[src/rtl/router_pkt_reader.sv]
// Destination-side reader for one router output FIFO: drains a packet, frames it
// for a client with sop/eop and checks parity, address and mid-packet stalls.
module router_pkt_reader #(
  parameter logic [1:0] PORT_ID = 2'd0,
  parameter int         TIMEOUT = 64,
  parameter int         CNT_W   = 16
) (
  input  logic             clock,
  input  logic             reset,
  input  logic             fifo_empty,
  input  logic [7:0]       fifo_data,
  output logic             fifo_rd_en,
  input  logic             sink_ready,
  output logic [7:0]       pkt_byte,
  output logic             pkt_valid,
  output logic             pkt_sop,
  output logic             pkt_eop,
  output logic [5:0]       pkt_len,
  output logic [1:0]       pkt_addr,
  output logic             pkt_done,
  output logic             parity_err,
  output logic             addr_err,
  output logic             trunc_err,
  output logic             busy,
  output logic [CNT_W-1:0] pkt_cnt,
  output logic [CNT_W-1:0] err_cnt
);
  localparam int TW = $clog2(TIMEOUT + 1);

  typedef enum logic [1:0] {IDLE, HDR, BODY, DONE} state_t;

  state_t           state_q, state_d;
  logic             rd_vld_q;
  logic [7:0]       acc_q, acc_d;
  logic [6:0]       req_left_q, req_left_d, rcv_left_q, rcv_left_d;
  logic [TW-1:0]    tmo_q, tmo_d;
  logic [5:0]       len_q, len_d;
  logic [1:0]       addr_q, addr_d;
  logic             perr_q, perr_d, aerr_q, aerr_d, terr_q, terr_d;
  logic [CNT_W-1:0] pcnt_q, pcnt_d, ecnt_q, ecnt_d;
  logic             rd_acc, tmo_hit;

  // The abort cycle also blocks reads so no byte of the next packet is swallowed by DONE.
  assign tmo_hit    = (state_q == BODY) & ~rd_vld_q & (tmo_q == TW'(TIMEOUT - 1));
  assign fifo_rd_en = ~reset & ~fifo_empty & sink_ready &
                      ((state_q == IDLE) | ((state_q == BODY) & (req_left_q != 7'd0) & ~tmo_hit));
  assign rd_acc     = fifo_rd_en & ~fifo_empty;

  assign pkt_valid  = rd_vld_q;
  assign pkt_byte   = rd_vld_q ? fifo_data : 8'd0;
  assign pkt_len    = len_q;
  assign pkt_addr   = addr_q;
  assign parity_err = perr_q;
  assign addr_err   = aerr_q;
  assign trunc_err  = terr_q;
  assign busy       = (state_q != IDLE);
  assign pkt_cnt    = pcnt_q;
  assign err_cnt    = ecnt_q;

  always_comb begin
    state_d    = state_q;
    acc_d      = acc_q;
    req_left_d = req_left_q;
    rcv_left_d = rcv_left_q;
    tmo_d      = tmo_q;
    len_d      = len_q;
    addr_d     = addr_q;
    perr_d     = perr_q;
    aerr_d     = aerr_q;
    terr_d     = terr_q;
    pcnt_d     = pcnt_q;
    ecnt_d     = ecnt_q;
    pkt_sop    = 1'b0;
    pkt_eop    = 1'b0;
    pkt_done   = 1'b0;
    case (state_q)
      IDLE: if (rd_acc) state_d = HDR;
      HDR: begin
        pkt_sop    = rd_vld_q;
        len_d      = fifo_data[7:2];
        addr_d     = fifo_data[1:0];
        acc_d      = fifo_data;
        req_left_d = {1'b0, fifo_data[7:2]} + 7'd1;
        rcv_left_d = {1'b0, fifo_data[7:2]} + 7'd1;
        tmo_d      = '0;
        state_d    = BODY;
      end
      BODY: begin
        if (rd_acc) req_left_d = req_left_q - 7'd1;
        if (rd_vld_q) begin
          tmo_d = '0;
          if (rcv_left_q > 7'd1) begin
            acc_d      = acc_q ^ fifo_data;
            rcv_left_d = rcv_left_q - 7'd1;
          end else begin
            pkt_eop    = 1'b1;
            perr_d     = (acc_q != fifo_data);
            aerr_d     = (addr_q != PORT_ID);
            terr_d     = 1'b0;
            rcv_left_d = 7'd0;
            state_d    = DONE;
          end
        end else if (tmo_hit) begin
          perr_d     = 1'b0;
          aerr_d     = (addr_q != PORT_ID);
          terr_d     = 1'b1;
          rcv_left_d = 7'd0;
          tmo_d      = '0;
          state_d    = DONE;
        end else begin
          tmo_d = tmo_q + 1'b1;
        end
      end
      DONE: begin
        pkt_done = 1'b1;
        pcnt_d   = pcnt_q + 1'b1;
        if ((perr_q | aerr_q | terr_q) && (ecnt_q != '1)) ecnt_d = ecnt_q + 1'b1;
        state_d  = IDLE;
      end
      default: state_d = IDLE;
    endcase
  end

  always_ff @(posedge clock) begin
    if (reset) begin
      state_q    <= IDLE;
      rd_vld_q   <= 1'b0;
      acc_q      <= '0;
      req_left_q <= '0;
      rcv_left_q <= '0;
      tmo_q      <= '0;
      len_q      <= '0;
      addr_q     <= '0;
      perr_q     <= 1'b0;
      aerr_q     <= 1'b0;
      terr_q     <= 1'b0;
      pcnt_q     <= '0;
      ecnt_q     <= '0;
    end else begin
      state_q    <= state_d;
      rd_vld_q   <= rd_acc;
      acc_q      <= acc_d;
      req_left_q <= req_left_d;
      rcv_left_q <= rcv_left_d;
      tmo_q      <= tmo_d;
      len_q      <= len_d;
      addr_q     <= addr_d;
      perr_q     <= perr_d;
      aerr_q     <= aerr_d;
      terr_q     <= terr_d;
      pcnt_q     <= pcnt_d;
      ecnt_q     <= ecnt_d;
    end
  end
endmodule
[config.mk]
export PLATFORM = sky130hd
export DESIGN_NAME = router_pkt_reader
export DESIGN_NICKNAME = d
export VERILOG_FILES = /design/src/rtl/router_pkt_reader.sv
export SDC_FILE = /design/constraint.sdc
export NUM_CORES = 1
export LEC_CHECK = 0
export CORE_ASPECT_RATIO = 1.4
export CORE_MARGIN = 4
export CORE_UTILIZATION = 55
export DETAILED_ROUTE_END_ITERATION = 10
export DONT_BUFFER_PORTS = 1
export PLACE_DENSITY = 0.85
export SLEW_MARGIN = 30
export SYNTH_ARGS = -nofsm -noshare
export SYNTH_HDL_FRONTEND = slang
export SYNTH_SLANG_ARGS = --single-unit
[constraint.sdc]
create_clock -name clock -period 2.1 [get_ports clock]
set_input_delay 0.63 -clock clock [delete_from_list [all_inputs] [get_ports clock]]
set_output_delay 0.63 -clock clock [all_outputs]
set_load 0.02 [all_outputs]
==> run summary, run 1 <==
area added between synthesis and finish -> 18.9%
highest net fanout along the worst path -> 2
Global Route Usage Sum -> 25.8%
number of flip-flops and latches in the synthesized netlist -> 75
number of maximum-capacitance violations -> 0
failing checks -> negative setup slack
FF-to-FF setup slack -> 0.09 ns
TritonCTS buffer count -> 9
worst setup slack after placement -> -0.0573 ns
worst min-delay path class -> primary input to register
clock tree from TritonCTS -> built
max-slew headroom at the worst pin -> 57.5%
routed len/inst -> 17.3 um
hold violation count in the final report -> 0
data required time of the worst path -> 1.47 ns
CTS Buffer Depth -> 2
net count of the mapped netlist -> 498
total power after layout -> 4.80 mW
source-to-sink clock delay at the later pin of the worst-skew pair -> 0.36 ns
setup skew after layout -> 0.0110 ns
leakage power -> 1.70 nW
drt total wl -> 10.5 mm
CTS sink cnt -> 75
total congestion overflow -> 0
proportion of layout cells with a drive suffix above 1 -> 18.9%
antenna cells -> 0
Async SR Flop Fraction -> 0%
fin crit share -> 108%
layout net count -> 532
num ports -> 69
critical setup path kind -> register to output pin
hold slack final -> 0.330 ns
post-detailed-route count of antenna-violating nets -> 0
worst-path cell with the longest stage delay -> or4_4
crit path capture type -> output pin
setup repair after global routing missed its margin -> yes
Slew @ Worst Pin -> 0.628 ns
antenna violations before repair -> 0
sequential fraction of the synthesis area -> 38.4%
Peak VDD IR -> 0.447 mV
ordered cell list for the critical path -> or4_4, nor3_4, nand3_2, inv_4
final critical delay including setup and external delays -> 2.27 ns
Crit path arrival time -> 1.64 ns
CORE AREA -> 6940 sq um
P per Cell Area -> 1030 nW/um^2
Area contributors post-synth -> dfxtp_1 (38%), nor2_1 (7.0%), xnor2_1 (5.6%)
total number of H-tree levels -> 3
remaining design rule violation count -> 0
Mapped Cells -> 474
initial core utilization -> 56.3%
cell accounting for the most synthesized area -> dfxtp_1
Post-Synthesis Cell Area -> 3900 sq um
wire length of the first global-routing pass -> 17.3 mm
Synth top area share -> 38.4%
sort of element at the start of the critical path -> register
num rows -> 36
CTS Root Cell -> clkbuf_8
vias -> 3,677
via-per-instance ratio -> 6.05
Largest delay share family, worst path -> simple AND/OR/NAND/NOR gates
port bufs -> 0
most used flip-flop cell after synthesis -> dfxtp_1
pin count of the biggest net entering global routing -> 67
Die Width -> 79.2 um
Finish-stage setup viols -> 2
number of enable-type register cells in the synthesized netlist -> 0
Syn Area/Cell -> 8.24 sq um
number of buffers and inverters on the critical path -> 1
stage delay of the slowest cell on the critical path -> 0.55 ns
outcome -> finished, violations left
area of the die -> 8530 sq um
YS warnings -> 0
die height -> 108 um
violation count after the first detailed-routing iteration -> 277
post-CTS clock slew at the launch and capture registers of the worst setup and hold paths -> 0.08 ns
achievable clock frequency -> 441 MHz
Post-DP HPWL -> 7.26 mm
final worst slack -> -0.170 ns
Setup TNS -> -0.313 ns
weighted congestion reported at the end of routability-driven placement -> 0.942
distinct cell type count of the synthesized netlist -> 55
Detailed Routing Iterations Pass 1 -> 5
via count of the first global-routing pass -> 3,648
number of max-slew violations in the final report -> 0
## cell usage in the layout, fill, tap and decap left out, drive strengths merged, types with 14 or more instances in the layout
cell type   n
a21oi      19
nand2      32
o21ai      28
nand4      15
xor2       15
nor2       73
inv        18
buf        51
nor3       15
mux2i      14
xnor2      25
dfxtp      75
## where the power goes
part / switching [mW] / total [mW] / internal (mW)
Sequential: 0.183 / 1.77 / 1.59
Combinational: 0.983 / 1.72 / 0.733
Clock: 0.540 / 1.31 / 0.769
## final timing paths
kind,cells past startpoint,end,start
setup reg to reg,5,rcv_left_q[0],rcv_left_q[4]
hold reg to reg,2,parity_err,parity_err
setup / recovery,4,pkt_eop,rcv_left_q[4]
hold / removal,1,state_q[1],reset
## stage by stage
step	instances	cell area, sq um	utilization, %
after floorplan	474	3910	-
after global placement	588	4260	61.4
after detailed placement	588	4260	61.4
after CTS	608	4620	66.5
after global routing	608	4640	66.9
final	608	4640	66.9
## per-layer routing
layer / vias to the layer above / track usage [%] / share of wire, %
met3: 37 / 6.78 / 6.0
met5: - / 0 / 0
met4: 0 / 12.8 / 3.6
met2: 141 / 46.8 / 54
li1: 1727 / - / -
met1: 1772 / 26.9 / 37
## flip-flops by register name, indices dropped and copies added, names as in the netlist, 2 cells and up
register    flops
acc_q           8
err_cnt        16
pkt_addr        2
pkt_cnt        16
pkt_len         6
rcv_left_q      7
req_left_q      7
state_q         2
tmo_q           7
## layout make-up
cell class / instances / area, sq um
Multi-Input combinational cell: 353 / 2320
Tap cell: 95 / 119
Inverter: 18 / 70.1
Timing Repair Buffer: 51 / 383
Clock buffer: 13 / 169
Clock inverter: 3 / 68.8
Sequential cell: 75 / 1510
Fill cell: 534 / 2290
## cell usage after synthesis (5+ instances only)
cell type / count
nand4_1: 15
xor2_1: 15
nand2_1: 32
a21oi_1: 19
nor3_1: 14
mux2i_1: 14
nand3_1: 12
o21ai_1: 10
nand2b_1: 6
buf_1: 5
ha_1: 12
xnor2_1: 25
a31oi_1: 5
and2_1: 9
dfxtp_1: 75
buf_2: 5
o21ai_0: 18
or3_1: 5
a211oi_1: 6
inv_1: 18
nor2_1: 73
and3_1: 5
a32oi_1: 8
clkbuf_1: 16
## kinds of logic after synthesis
group / share of synthesized area, %
AND/OR/NAND/NOR: 24.1
AO/OA/AOI/OAI: 16.2
flip-flops: 38.4
buffers and inverters: 4.87
XOR/XNOR: 8.97
multiplexers: 3.59
adder cells (fa/ha/maj): 3.84
## repair_timing
action / CTS / global route
setup endpoints to repair: 3 / 12
gates cloned: 0 / 0
pin swaps: 4 / 1
hold buffers: 0 / 0
gates resized for setup: 21 / 8
setup buffers: 4 / 0
## worst register-to-register path, stage by stage, from the launching register on
cell	delay, ns
dfxtp_1	0.32
or4_4	0.55
buf_4	0.18
o311a_1	0.47
a211oi_2	0.29
a211oi_1	0.09
(Power assumes the default switching activity.)
==> run 2, diff against run 1 <==
- CORE_UTILIZATION: 55 -> 48
- DONT_BUFFER_PORTS: 1 -> default
- PLACE_DENSITY: 0.85 -> 0.89
==> run summary, run 2 (synthesized netlist as in run 1, its figures left out) <==
num ports -> 69 (unchanged)
leakage power -> 2.24 nW (+32%)
fin crit share -> 112% (+3.6 points)
Multi-input gate area -> 2370 sq um (+2.0%)
hold-fix buffers at CTS -> 0 (unchanged)
achievable clock frequency -> 426 MHz (-3.2%)
total power after layout -> 5.12 mW (+6.8%)
CTS sink cnt -> 75 (unchanged)
highest net fanout along the worst path -> 2 (unchanged)
via-per-instance ratio -> 5.87 (-3.0%)
source-to-sink clock delay at the later pin of the worst-skew pair -> 0.37 ns (about the same)
FF-to-FF setup slack -> -0.01 ns (-0.10 ns)
area added between synthesis and finish -> 39.3%
antenna cells -> 0 (unchanged)
Slew @ Worst Pin -> 0.697 ns (+0.0689 ns)
die height -> 115 um (+6.5%)
hold slack final -> 0.492 ns (+0.162 ns)
critical setup path kind -> register to output pin
antenna violations before repair -> 0 (unchanged)
worst min-delay path class -> register to register
Global Route Usage Sum -> 23.7% (-2.1 points)
crit path capture type -> output pin
Finish-stage setup viols -> 3 (+1)
CORE AREA -> 7850 sq um (+13%)
vias -> 4,078 (+11%)
total congestion overflow -> 0 (unchanged)
Setup TNS -> -0.493 ns (-0.180 ns)
max-slew headroom at the worst pin -> 53.5% (-3.9 points)
top library cells by usage in the layout, fill and taps aside -> nor2_1 (71), dfxtp_1 (71), buf_4 (65)
setup skew after layout -> 0.0121 ns (+0.00109 ns)
Peak VDD IR -> 0.624 mV (+39%)
initial core utilization -> 49.8% (-6.5 points)
port bufs -> 68 (+68)
layout net count -> 614 (+15%)
outcome -> finished, violations left
total number of H-tree levels -> 3 (unchanged)
end of the critical path -> fifo_rd_en
P per Cell Area -> 942 nW/um^2 (-8.9%)
Post-DP HPWL -> 7.60 mm (+4.6%)
start of the worst register-to-register path -> tmo_q[1]
final worst slack -> -0.246 ns (-0.0761 ns)
Crit path arrival time -> 1.72 ns (+0.08 ns)
TritonCTS buffer count -> 9 (unchanged)
clock tree from TritonCTS -> built
hold violation count in the final report -> 0 (unchanged)
worst setup slack after placement -> -0.697 ns (-0.640 ns)
drt total wl -> 11.5 mm (+8.8%)
num rows -> 38 (+5.6%)
remaining design rule violation count -> 0 (unchanged)
length in cells of the worst reg-to-reg path -> 9 (+4)
proportion of layout cells with a drive suffix above 1 -> 21.8% (+2.9 points)
violation count after the first detailed-routing iteration -> 281 (+1.4%)
flip-flop and latch area -> 1510 sq um (-0.17%)
number of max-slew violations in the final report -> 0 (unchanged)
Die Width -> 84.2 um (+6.3%)
post-detailed-route count of antenna-violating nets -> 0 (unchanged)
CTS Buffer Depth -> 2 (unchanged)
Fillers -> 574 (+7.5%)
number of maximum-capacitance violations -> 0 (unchanged)
area of the die -> 9660 sq um (+13%)
sort of element at the start of the critical path -> register
post-CTS clock slew at the launch and capture registers of the worst setup and hold paths -> 0.08 ns (about the same)
post-route cell area -> 5440 sq um (+17%)
pin count of the biggest net entering global routing -> 66 (-1.5%)
Critical R2R Capture -> state_q[1]
crit path launch -> tmo_q[1]
cell area reported after detailed placement -> 5010 sq um (+18%)
weighted congestion reported at the end of routability-driven placement -> 0.891 (-5.5%)
wire length of the first global-routing pass -> 18.7 mm (+7.9%)
routed len/inst -> 16.5 um (-4.8%)
final critical delay including setup and external delays -> 2.35 ns (+0.0761 ns)
Detailed Routing Iterations Pass 1 -> 5 (unchanged)
via count of the first global-routing pass -> 4,143 (+14%)
setup repair after global routing missed its margin -> yes
CTS Root Cell -> clkbuf_8
data required time of the worst path -> 1.47 ns (about the same)
failing checks -> negative setup slack
==> run 2: timing repair <==
action / CTS / global route
endpoints found under the setup margin: 22 / 30
gates resized for setup: 77 / 34
cloned: 0 / 1
pin swaps: 7 / 8
setup buffers: 3 / 5
==> run 2: how the worst min path moves through the flow <==
stage	end	slack [ns]	startpoint	depth (start not counted)
after floorplan	req_left_q[3]	0.46	req_left_q[3]	2
after global placement	req_left_q[3]	0.47	req_left_q[3]	2
after detailed placement	pkt_len[2]	0.48	pkt_len[2]	2
after CTS	parity_err	0.50	parity_err	2
after global routing	parity_err	0.53	parity_err	2
final	parity_err	0.49	parity_err	2
==> run 2: cell type report <==
cell class,count,area share [%]
clock buffers,11,2.60
inverters,18,1.24
repair buffers,132,21.0
clock inverters,5,1.59
multi-input cells,354,43.6
well taps,100,2.30
flip-flops and latches,75,27.7
==> run 2: power breakdown <==
group / internal [mW] / switching (mW)
logic: 0.959 / 1.17
registers: 1.59 / 0.122
clock network: 0.708 / 0.571
total: 3.25 / 1.87
==> run 2: per-stage QoR <==
stage / util, % / std cells
global route: 69.3 / 695
detailed placement: 63.8 / 670
floorplan: - / 474
global placement: 63.8 / 670
CTS: 67.4 / 689
finish: 69.3 / 695
==> run 2: layer usage <==
metal  track usage [%]  vias to the layer above  share of wire [%]  routed length, um
li1                  -                     1908                  -                  -
met3              5.04                       49                6.4                734
met1              24.4                     1928                 37               4190
met5                 0                        -                  0                  0
met2              43.2                      193                 53               6090
met4              15.0                        0                3.9                448
==> run 2: critical path, cell delays in order, from the launching register on <==
cell and delay, ns:
dfxtp_2 0.36, ha_4 0.13, nand4_1 0.15, nor3_4 0.26, a21oi_2 0.06, a21oi_2 0.19
nor2_2 0.05, buf_6 0.12
